--- config.mk ---
export PLATFORM = sky130hd
export DESIGN_NAME = apb_txn_arbiter
export DESIGN_NICKNAME = d
export VERILOG_FILES = /design/src/rtl/apb_txn_arbiter_pkg.sv /design/src/rtl/apb_txn_arbiter_rr_pick.sv /design/src/rtl/apb_txn_arbiter.sv
export SDC_FILE = /design/constraint.sdc
export NUM_CORES = 1
export LEC_CHECK = 0
export CORE_MARGIN = 2
export CORE_UTILIZATION = 36
export CTS_CLUSTER_DIAMETER = 100
export DETAILED_ROUTE_END_ITERATION = 12
export GPL_ROUTABILITY_DRIVEN = 0
export HOLD_SLACK_MARGIN = 0.05
export PLACE_DENSITY_LB_ADDON = 0.3
export SLEW_MARGIN = 20
export SYNTH_ARGS = -nofsm -noshare
export SYNTH_HDL_FRONTEND = slang
export SYNTH_SLANG_ARGS = --single-unit
--- constraint.sdc ---
create_clock -name clk -period 4.5 [get_ports clk]
set_clock_uncertainty 0.1 [all_clocks]
set_input_delay 0.9 -clock clk [delete_from_list [all_inputs] [get_ports clk]]
set_output_delay 0.9 -clock clk [all_outputs]
set_load 0.03 [all_outputs]
--- src/rtl/apb_txn_arbiter_pkg.sv ---
// Shared definitions for the APB transaction arbiter: FSM state encodings and a
// constant clog2 helper used for index widths.
package apb_txn_arbiter_pkg;

    localparam logic [1:0] ST_IDLE   = 2'd0;
    localparam logic [1:0] ST_SETUP  = 2'd1;
    localparam logic [1:0] ST_ACCESS = 2'd2;

    // Returns at least 1 so that index vectors never collapse to zero width.
    function automatic int clog2(input int value);
        int result;
        result = 1;
        for (int i = 1; i < 32; i++) begin
            if ((1 << result) < value) begin
                result = i + 1;
            end
        end
        return result;
    endfunction

endpackage

--- src/rtl/apb_txn_arbiter_rr_pick.sv ---
// Combinational round-robin picker: scans upward from i_last+1 (wrapping) and
// returns the first requester as both a one-hot vector and a binary index.
module apb_rr_pick #(
    parameter int N  = 4,
    parameter int IW = 2
) (
    input  logic [N-1:0]  i_req,
    input  logic [IW-1:0] i_last,
    output logic [N-1:0]  o_oh,
    output logic [IW-1:0] o_idx
);

    logic w_found;
    int   w_cand;

    always_comb begin
        o_oh    = '0;
        o_idx   = '0;
        w_found = 1'b0;
        w_cand  = 0;
        for (int k = 1; k <= N; k++) begin
            w_cand = int'(i_last) + k;
            if (w_cand >= N) begin
                w_cand = w_cand - N;
            end
            if (!w_found && i_req[w_cand]) begin
                w_found        = 1'b1;
                o_oh[w_cand]   = 1'b1;
                o_idx          = IW'(w_cand);
            end
        end
    end

endmodule

--- src/rtl/apb_txn_arbiter.sv ---
// Multi-master APB arbiter funnelling MASTER_PORTS requesters onto one APB bus.
// Optional ACCESS-phase timeout with error response: define APB_ARB_TIMEOUT_EN.
module apb_txn_arbiter
    import apb_txn_arbiter_pkg::*;
#(
    parameter int MASTER_PORTS   = 4,
    parameter int BUS_WIDTH      = 16,
    parameter int DATA_WIDTH     = 16,
    parameter int TIMEOUT_CYCLES = 255
) (
    input  logic                               clk,
    input  logic                               rst,
    input  logic [MASTER_PORTS*BUS_WIDTH-1:0]  S_PADDR,
    input  logic [MASTER_PORTS-1:0]            S_PWRITE,
    input  logic [MASTER_PORTS-1:0]            S_PSELx,
    input  logic [MASTER_PORTS-1:0]            S_PENABLE,
    input  logic [MASTER_PORTS*DATA_WIDTH-1:0] S_PWDATA,
    output logic [MASTER_PORTS*DATA_WIDTH-1:0] S_PRDATA,
    output logic [MASTER_PORTS-1:0]            S_PREADY,
    output logic [MASTER_PORTS-1:0]            S_PSLVERR,
    output logic [BUS_WIDTH-1:0]               M_PADDR,
    output logic                               M_PWRITE,
    output logic                               M_PSEL,
    output logic                               M_PENABLE,
    output logic [DATA_WIDTH-1:0]              M_PWDATA,
    input  logic [DATA_WIDTH-1:0]              M_PRDATA,
    input  logic                               M_PREADY,
    output logic [MASTER_PORTS-1:0]            grant,
    output logic [clog2(MASTER_PORTS)-1:0]     grant_idx
);

    localparam int IW = clog2(MASTER_PORTS);

    logic [1:0]              r_state;
    logic [1:0]              w_nextState;
    logic [MASTER_PORTS-1:0] r_grant;
    logic [IW-1:0]           r_grantIdx;
    logic [IW-1:0]           r_lastGrant;
    logic [BUS_WIDTH-1:0]    r_paddr;
    logic                    r_pwrite;
    logic [DATA_WIDTH-1:0]   r_pwdata;

    logic [MASTER_PORTS-1:0] w_pickOh;
    logic [IW-1:0]           w_pickIdx;
    logic                    w_award;
    logic                    w_done;
    logic                    w_respond;
    logic                    w_timeout;
    logic                    w_slvErr;
    logic [BUS_WIDTH-1:0]    w_winAddr;
    logic                    w_winWrite;
    logic [DATA_WIDTH-1:0]   w_winWdata;

    // Master-side PENABLE carries no information the arbiter needs.
    logic w_unusedPenable;
    assign w_unusedPenable = ^S_PENABLE;

    apb_rr_pick #(
        .N  (MASTER_PORTS),
        .IW (IW)
    ) u_pick (
        .i_req  (S_PSELx),
        .i_last (r_lastGrant),
        .o_oh   (w_pickOh),
        .o_idx  (w_pickIdx)
    );

    assign w_award = (r_state == ST_IDLE) && (|S_PSELx);
    assign w_done  = M_PREADY || w_timeout;

    always_comb begin
        w_winAddr  = '0;
        w_winWrite = 1'b0;
        w_winWdata = '0;
        for (int i = 0; i < MASTER_PORTS; i++) begin
            if (w_pickOh[i]) begin
                w_winAddr  = S_PADDR[i*BUS_WIDTH +: BUS_WIDTH];
                w_winWrite = S_PWRITE[i];
                w_winWdata = S_PWDATA[i*DATA_WIDTH +: DATA_WIDTH];
            end
        end
    end

    always_comb begin
        w_nextState = r_state;
        case (r_state)
            ST_IDLE:   if (|S_PSELx) w_nextState = ST_SETUP;
            ST_SETUP:  w_nextState = ST_ACCESS;
            ST_ACCESS: if (w_done) w_nextState = ST_IDLE;
            default:   w_nextState = ST_IDLE;
        endcase
    end

    always_ff @(posedge clk) begin
        if (rst) begin
            r_state     <= ST_IDLE;
            r_grant     <= '0;
            r_grantIdx  <= '0;
            r_lastGrant <= IW'(MASTER_PORTS - 1);
            r_paddr     <= '0;
            r_pwrite    <= 1'b0;
            r_pwdata    <= '0;
        end else begin
            r_state <= w_nextState;
            if (w_award) begin
                r_grant     <= w_pickOh;
                r_grantIdx  <= w_pickIdx;
                r_lastGrant <= w_pickIdx;
                r_paddr     <= w_winAddr;
                r_pwrite    <= w_winWrite;
                r_pwdata    <= w_winWdata;
            end
        end
    end

`ifdef APB_ARB_TIMEOUT_EN
    localparam int TW = clog2(TIMEOUT_CYCLES + 1);
    logic [TW-1:0] r_toCnt;

    // Counts completed ACCESS cycles; the limit fires on the TIMEOUT_CYCLES-th one.
    always_ff @(posedge clk) begin
        if (rst) begin
            r_toCnt <= '0;
        end else if ((r_state == ST_ACCESS) && !w_done) begin
            r_toCnt <= r_toCnt + TW'(1);
        end else begin
            r_toCnt <= '0;
        end
    end

    assign w_timeout = (r_state == ST_ACCESS) && (r_toCnt == TW'(TIMEOUT_CYCLES - 1));
    assign w_slvErr  = w_timeout && !M_PREADY;
`else
    logic w_unusedTimeout;
    assign w_unusedTimeout = (TIMEOUT_CYCLES != 0);
    assign w_timeout       = 1'b0;
    assign w_slvErr        = 1'b0;
`endif

    // Responses are suppressed while rst is high so an aborted transfer never completes.
    assign w_respond = !rst && (r_state == ST_ACCESS) && w_done;

    always_comb begin
        S_PREADY  = '0;
        S_PSLVERR = '0;
        S_PRDATA  = '0;
        for (int i = 0; i < MASTER_PORTS; i++) begin
            if (w_respond && r_grant[i]) begin
                S_PREADY[i]  = 1'b1;
                S_PSLVERR[i] = w_slvErr;
                S_PRDATA[i*DATA_WIDTH +: DATA_WIDTH] = M_PREADY ? M_PRDATA : '0;
            end
        end
    end

    assign M_PSEL    = (r_state == ST_SETUP) || (r_state == ST_ACCESS);
    assign M_PENABLE = (r_state == ST_ACCESS);
    assign M_PADDR   = r_paddr;
    assign M_PWRITE  = r_pwrite;
    assign M_PWDATA  = r_pwdata;
    assign grant     = r_grant;
    assign grant_idx = r_grantIdx;

endmodule

Word level (Yosys, flattened, before mapping)
Index checks and enable logic that the tools add are counted.
Storage, ports and cells
  bits in registers: 43
  latch bits: 0
  RAM bits: 0
  memory bits (read-only): 0
  bits of input ports: 159
  output and inout port bits: 113
  memories: 0
Operators by class
  add/subtract/negate cells: 8
  multiply operators: 0
  div/mod/pow operators: 0
  order comparisons: 12
  equality and inequality tests: 4
  shift-type cells: 0
  muxes and demuxes: 59
  bitwise gates (word level): 3
  reduce and logical (&&, ||, !) cells: 22
Operator list (count)
  2-to-1 mux 16 bit: 13
  >= comparator 32 x 1 -> 1 bit, second input constant: 4
  >= comparator 32 x 4 -> 1 bit, second input constant: 4
  less-than comparator 32 x 4 -> 1 bit, second input constant: 4
  2-to-1 mux 32 bit: 4
  subtractor 32 x 4 -> 32 bit, second input constant: 4
  2-to-1 mux 1 bit: 23
  2-to-1 mux 4 bit: 4
  logical AND 1 bit: 14
  2-to-1 mux 2 bit: 6
  bitwise OR 4 bit: 3
  binary-select mux 1 bit (select 2 bit): 4
  demux 1 bit (select 2 bit): 4
  adder 2 x 2 -> 3 bit, second input constant: 2
  one-hot mux 2 bit (3 select lines): 1
  adder 2 x 3 -> 4 bit, second input constant: 1
  zero test 1 bit: 4
  inequality test 2 x 1 -> 1 bit, second input constant: 2
  OR reduction 4 bit: 1
  adder 2 x 1 -> 3 bit, second input constant: 1
  == test 2 x 1 -> 1 bit, second input constant: 1
  == test 2 bit, second input constant: 1
  zero test 2 bit: 1
  AND reduction 2 bit: 1
  logical OR 1 bit: 1

Depth between registers and ports, before layout
  depth after elaboration: 20
  depth in mapped cells: 13
  mapped depth without buffers: 8

Modules after synthesis
From an unflattened synthesis, not the netlist that was laid out.
Second synthesis, totals
  cells, all modules: 507
  area total of the unflattened synthesis: 3752.3 um2
By module, submodules not included
  apb_txn_arbiter: times used 1, cells each 451, area an instance 3284.4 um2, seq. area each 860.8 um2
  apb_rr_pick: times used 1, cells each 56, area an instance 467.9 um2, seq. area each 0.0 um2

Worst setup path before layout
No wires, ideal clock.
  path kind: flip-flop to flip-flop
  from: register r_lastGrant[1]
  to: register r_paddr[0] (netlist: M_PADDR[0])
  library setup time: 0.092 ns
  arrival time: 3.124 ns
  required time: 4.308 ns
  setup slack: 1.183 ns
  cell stages (with the launch flop): 13
  clock period less this slack: 3.317 ns
  path through: dfxtp_1 -> clkbuf_1 -> inv_1 -> ha_1 -> buf_2 -> mux2_2 -> mux2i_1 -> mux2i_1 -> o221a_2 -> clkbuf_1 -> clkbuf_1 -> nor2_1 -> o32ai_1
Between the ends
  longest elaborated chain between the ends: 20
Ends and longest elaborated chain
  from (decl): RTL line apb_txn_arbiter.sv:38  | logic [IW-1:0] r_lastGrant;
  from (signal assigned): RTL line apb_txn_arbiter.sv:99  | r_lastGrant <= IW'(MASTER_PORTS - 1);
  from (signal assigned): RTL line apb_txn_arbiter.sv:108  | r_lastGrant <= w_pickIdx;
  parallel branches: the longest is 15 deep, another holds subtractor 32 x 4 -> 32 bit
  2-to-1 mux 4 bit *: RTL line apb_txn_arbiter_rr_pick.sv:26  | if (!w_found && i_req[w_cand]) begin
  2-to-1 mux 16 bit (3 in series): RTL line apb_txn_arbiter.sv:76  | if (w_pickOh[i]) begin
  2-to-1 mux 16 bit *: RTL line apb_txn_arbiter.sv:76
  to (signal assigned): RTL line apb_txn_arbiter.sv:109  | r_paddr <= w_winAddr;
  to (decl): RTL line apb_txn_arbiter.sv:39  | logic [BUS_WIDTH-1:0] r_paddr;
Mark *: on every way between the ends. The select of a mux whose other input is x is not followed.
A chain may end at the register's enable or synchronous reset.

Final worst setup path
  from: input port S_PSELx[1]
  to: register r_paddr[15] (netlist: M_PADDR[15])
Between the ends
  longest elaborated chain between the ends: 17
Ends and longest elaborated chain
  from (decl): RTL line apb_txn_arbiter.sv:15  | input logic [MASTER_PORTS-1:0] S_PSELx,
  binary-select mux 1 bit (select 2 bit): RTL line apb_txn_arbiter_rr_pick.sv:26
  2-to-1 mux 1 bit (implied by the code) (2 in series): RTL line apb_txn_arbiter_rr_pick.sv:26
  2-to-1 mux 1 bit: RTL line apb_txn_arbiter_rr_pick.sv:26
  zero test 1 bit: RTL line apb_txn_arbiter_rr_pick.sv:26
  logical AND 1 bit: RTL line apb_txn_arbiter_rr_pick.sv:26
  2-to-1 mux 1 bit: RTL line apb_txn_arbiter_rr_pick.sv:26
  zero test 1 bit: RTL line apb_txn_arbiter_rr_pick.sv:26
  logical AND 1 bit: RTL line apb_txn_arbiter_rr_pick.sv:26
  2-to-1 mux 1 bit: RTL line apb_txn_arbiter_rr_pick.sv:26
  zero test 1 bit: RTL line apb_txn_arbiter_rr_pick.sv:26
  logical AND 1 bit: RTL line apb_txn_arbiter_rr_pick.sv:26
  2-to-1 mux 4 bit: RTL line apb_txn_arbiter_rr_pick.sv:26
  2-to-1 mux 16 bit (4 in series): RTL line apb_txn_arbiter.sv:76
Parallel ways exist; a longest one is shown, timed or not. The select of a mux whose other input is x is not followed.

==> run_results.csv <==
group,metric,value,unit
run_status,status,"finished, final reports clean",
timing,rsz0062_at_grt,"no",
final_layout,layout-drive-gt1-share,0.1845,
floorplan,fp-row-count,37,
final_layout,synthToLayoutAreaGrowth,68.95,%
floorplan,start_util,0.3727,
route,vias_per_cell,5.669,
critical_path,startpoint_type,"input pin",
global_routing,overflow,0,
synthesis,post_synth_and_or_nand_nor_area_fraction,0.2286,
floorplan,die_y,107.6,um
synthesis,synthMuxAreaShare,0.1269,
timing,tightest_slew,1.065,ns
placed_design,dpl.hpwl,11.58,mm
synthesis,synth_compound_area_frac,0.3050,
pwr,p_per_area,547.0,nW/um^2
placed_design,dp_slack,0.3982,ns
timing,fin_crit_sh,0.8347,
worst_hold_path,min-delay-path-class,"reg -> reg",
global_routing,antenna_found_initial,0,
synthesis,yosys.area_share.xor_xnor,0,
cts,clockBufferDepth,2,
pwr,leakage,0.002992,uW
final_layout,fillerInstances,891,
synthesis,synth_cell_types,41,
route,wl_per_cell,18.76,um
final_layout,final_nets,880,
cts,cts_resized,0,
global_routing,grt_pass1_vias,4610,
cts,numCtsBuffers,5,
pwr,irDropWorstVdd,0.0003432,V
synthesis,syn_avg_cell_area,8.019,sq um
pwr,power,3572,uW
critical_path,required,4.56,ns
synthesis,synthArstFlopShare,0,
flow_run,maxCapViolations,0,
synthesis,syn_inst,482,
timing,slew_viol_final,0,
route,dr.pass1.iters,5,
cts,numClockSinks,43,
critical_path,end_kind,"flip-flop",
timing,finalHoldViolCount,0,
floorplan,die_w,107.6,um
final_layout,diodes,0,
critical_path,worstSetupPathType,"in -> reg",
cts,h-tree-depth,2,
synthesis,synth_edf_count,0,
synthesis,synthAdderAreaFrac,0.03561,
route,via_count,4796,
floorplan,die_area,11580,sq um
floorplan,boundaryPins,272,
global_routing,grt_use_total,0.2576,
global_routing,grt_max_degree,69,
synthesis,synth_top_family_by_area,"compound AO/OA/AOI/OAI gates",
synthesis,synth.cell_area,3865,sq um
cts,postCtsSetupBuffers,0,
synthesis,ys.flop_type,"dfxtp_1",
placed_design,postPlaceCellArea,6442,sq um
timing,worst_slack,0.7440,ns
route,drtIter0Drc,453,
route,wl,15.87,mm
final_layout,final_util,0.6297,
final_layout,stdcell_area,6530,sq um
synthesis,ys_seq_area_frac,0.2227,
cts,clk_pin_slew_worst_paths,0.09,ns
synthesis,ys_seq_elements,43,
route,ant_nets,0,
timing,finalSetupTns,0,ns
cts,cts_tree,"built",
cts,holdBufCountCts,0,
global_routing,grt_first_pass_wirelength,23.83,mm
cts,clk_latency,0.30,ns
critical_path,cp.arrival,3.82,ns
placed_design,io_buffers,263,
synthesis,yosysWarnings,0,
route,drcViolationCount,0,
critical_path,crit_fanout,34,
floorplan,core_area,10370,sq um
timing,max_slew_margin,0.2897,
timing,fin_crit,3.756,ns
timing,max_freq,266.2,MHz
timing,setup_viol,0,
cts,root_buffer,"clkbuf_8",
layout by cell type (no fill, tap or decap), drive strengths merged, types with 7 or more instances in the layout:
cell type      instances
nand2                 45
o32ai                 33
a21oi                 40
buf                   82
clkdlybuf4s50        195
a221oi                35
dfxtp                 43
o21ai                  7
ha                    11
inv                    8
mux2i                 40
nor2                  51
and3                  65
sequential cells by signal, summed over array words and instances (netlist names):
signal       count
M_PADDR         16
grant            4
M_PWDATA        16
M_PWRITE         1
grant_idx        2
r_state          2
r_lastGrant      2
worst paths after layout:
check,from,end,slack [ns],cells after the start
setup / recovery,S_PSELx[1],M_PADDR[15],0.74,7
hold / removal,grant_idx[0],grant_idx[0],0.43,2
setup reg to reg,r_lastGrant[0],M_PWDATA[5],1.03,9
hold reg to reg,grant_idx[0],grant_idx[0],0.43,2
Yosys cell counts, drive strengths merged, types with 2 or more instances:
master	count	share of area
a221oi	35	0.13
a211oi	2	0.0039
a2111oi	2	0.0045
nor2b	6	0.0097
mux2i	40	0.10
mux2	4	0.012
a21oi	40	0.052
o32ai	33	0.075
nor3	2	0.0026
mux4	2	0.012
and2	4	0.0065
inv	8	0.0078
nor2	51	0.050
and3	65	0.11
clkbuf	40	0.039
nand2b	5	0.0081
o22ai	3	0.0049
ha	11	0.036
a31o	2	0.0045
nand2	45	0.044
dfxtp	43	0.22
buf	19	0.034
o21ai	7	0.0091
kinds of logic after synthesis:
kind of cell / count (synthesis)
compound gates: 134
fa+ha+maj: 11
buf+inv: 67
flops: 43
mux: 46
other cells: 1
simple gates: 180
metal layers:
layer / track usage / share of wire / up-vias / wire [um]
li1: - / - / 2268 / -
met1: 0.2848 / 0.37 / 2228 / 5923
met2: 0.4784 / 0.51 / 281 / 8031
met3: 0.06538 / 0.10 / 19 / 1615
met4: 0.08059 / 0.019 / 0 / 300
met5: 0 / 0 / - / 0
cell type report:
cell class	instances	area, sq um	share of cell area
multi-input cells	375	2751	0.4213
repair buffers	277	2630	0.4028
flip-flops and latches	43	860.8	0.1318
well taps	136	170.2	0.02606
clock buffers	6	82.58	0.01265
inverters	8	30.03	0.004599
clock inverters	1	5.005	0.0007664
power by group:
part,internal (uW),leakage (uW),switching (uW)
combinational,1090,0.00259,1520
clock,121,0.0000470,151
sequential,556,0.000356,137
total,1770,0.00299,1810
stage by stage:
step	cells	hold WS, ns
after floorplan	485	0.4894
after global placement	839	0.4089
after detailed placement	839	0.4074
after CTS	846	0.4313
after global routing	846	0.4646
final	846	0.4266
worst max-delay path, stage by stage:
cell	delay [ns]
clkdlybuf4s50_1	0.57
mux4_2	0.66
a31o_1	0.23
a211o_1	0.27
a22o_2	0.56
a221oi_1	0.46
o32ai_1	0.14
No activity file was read; power rests on OpenSTA's default activity.
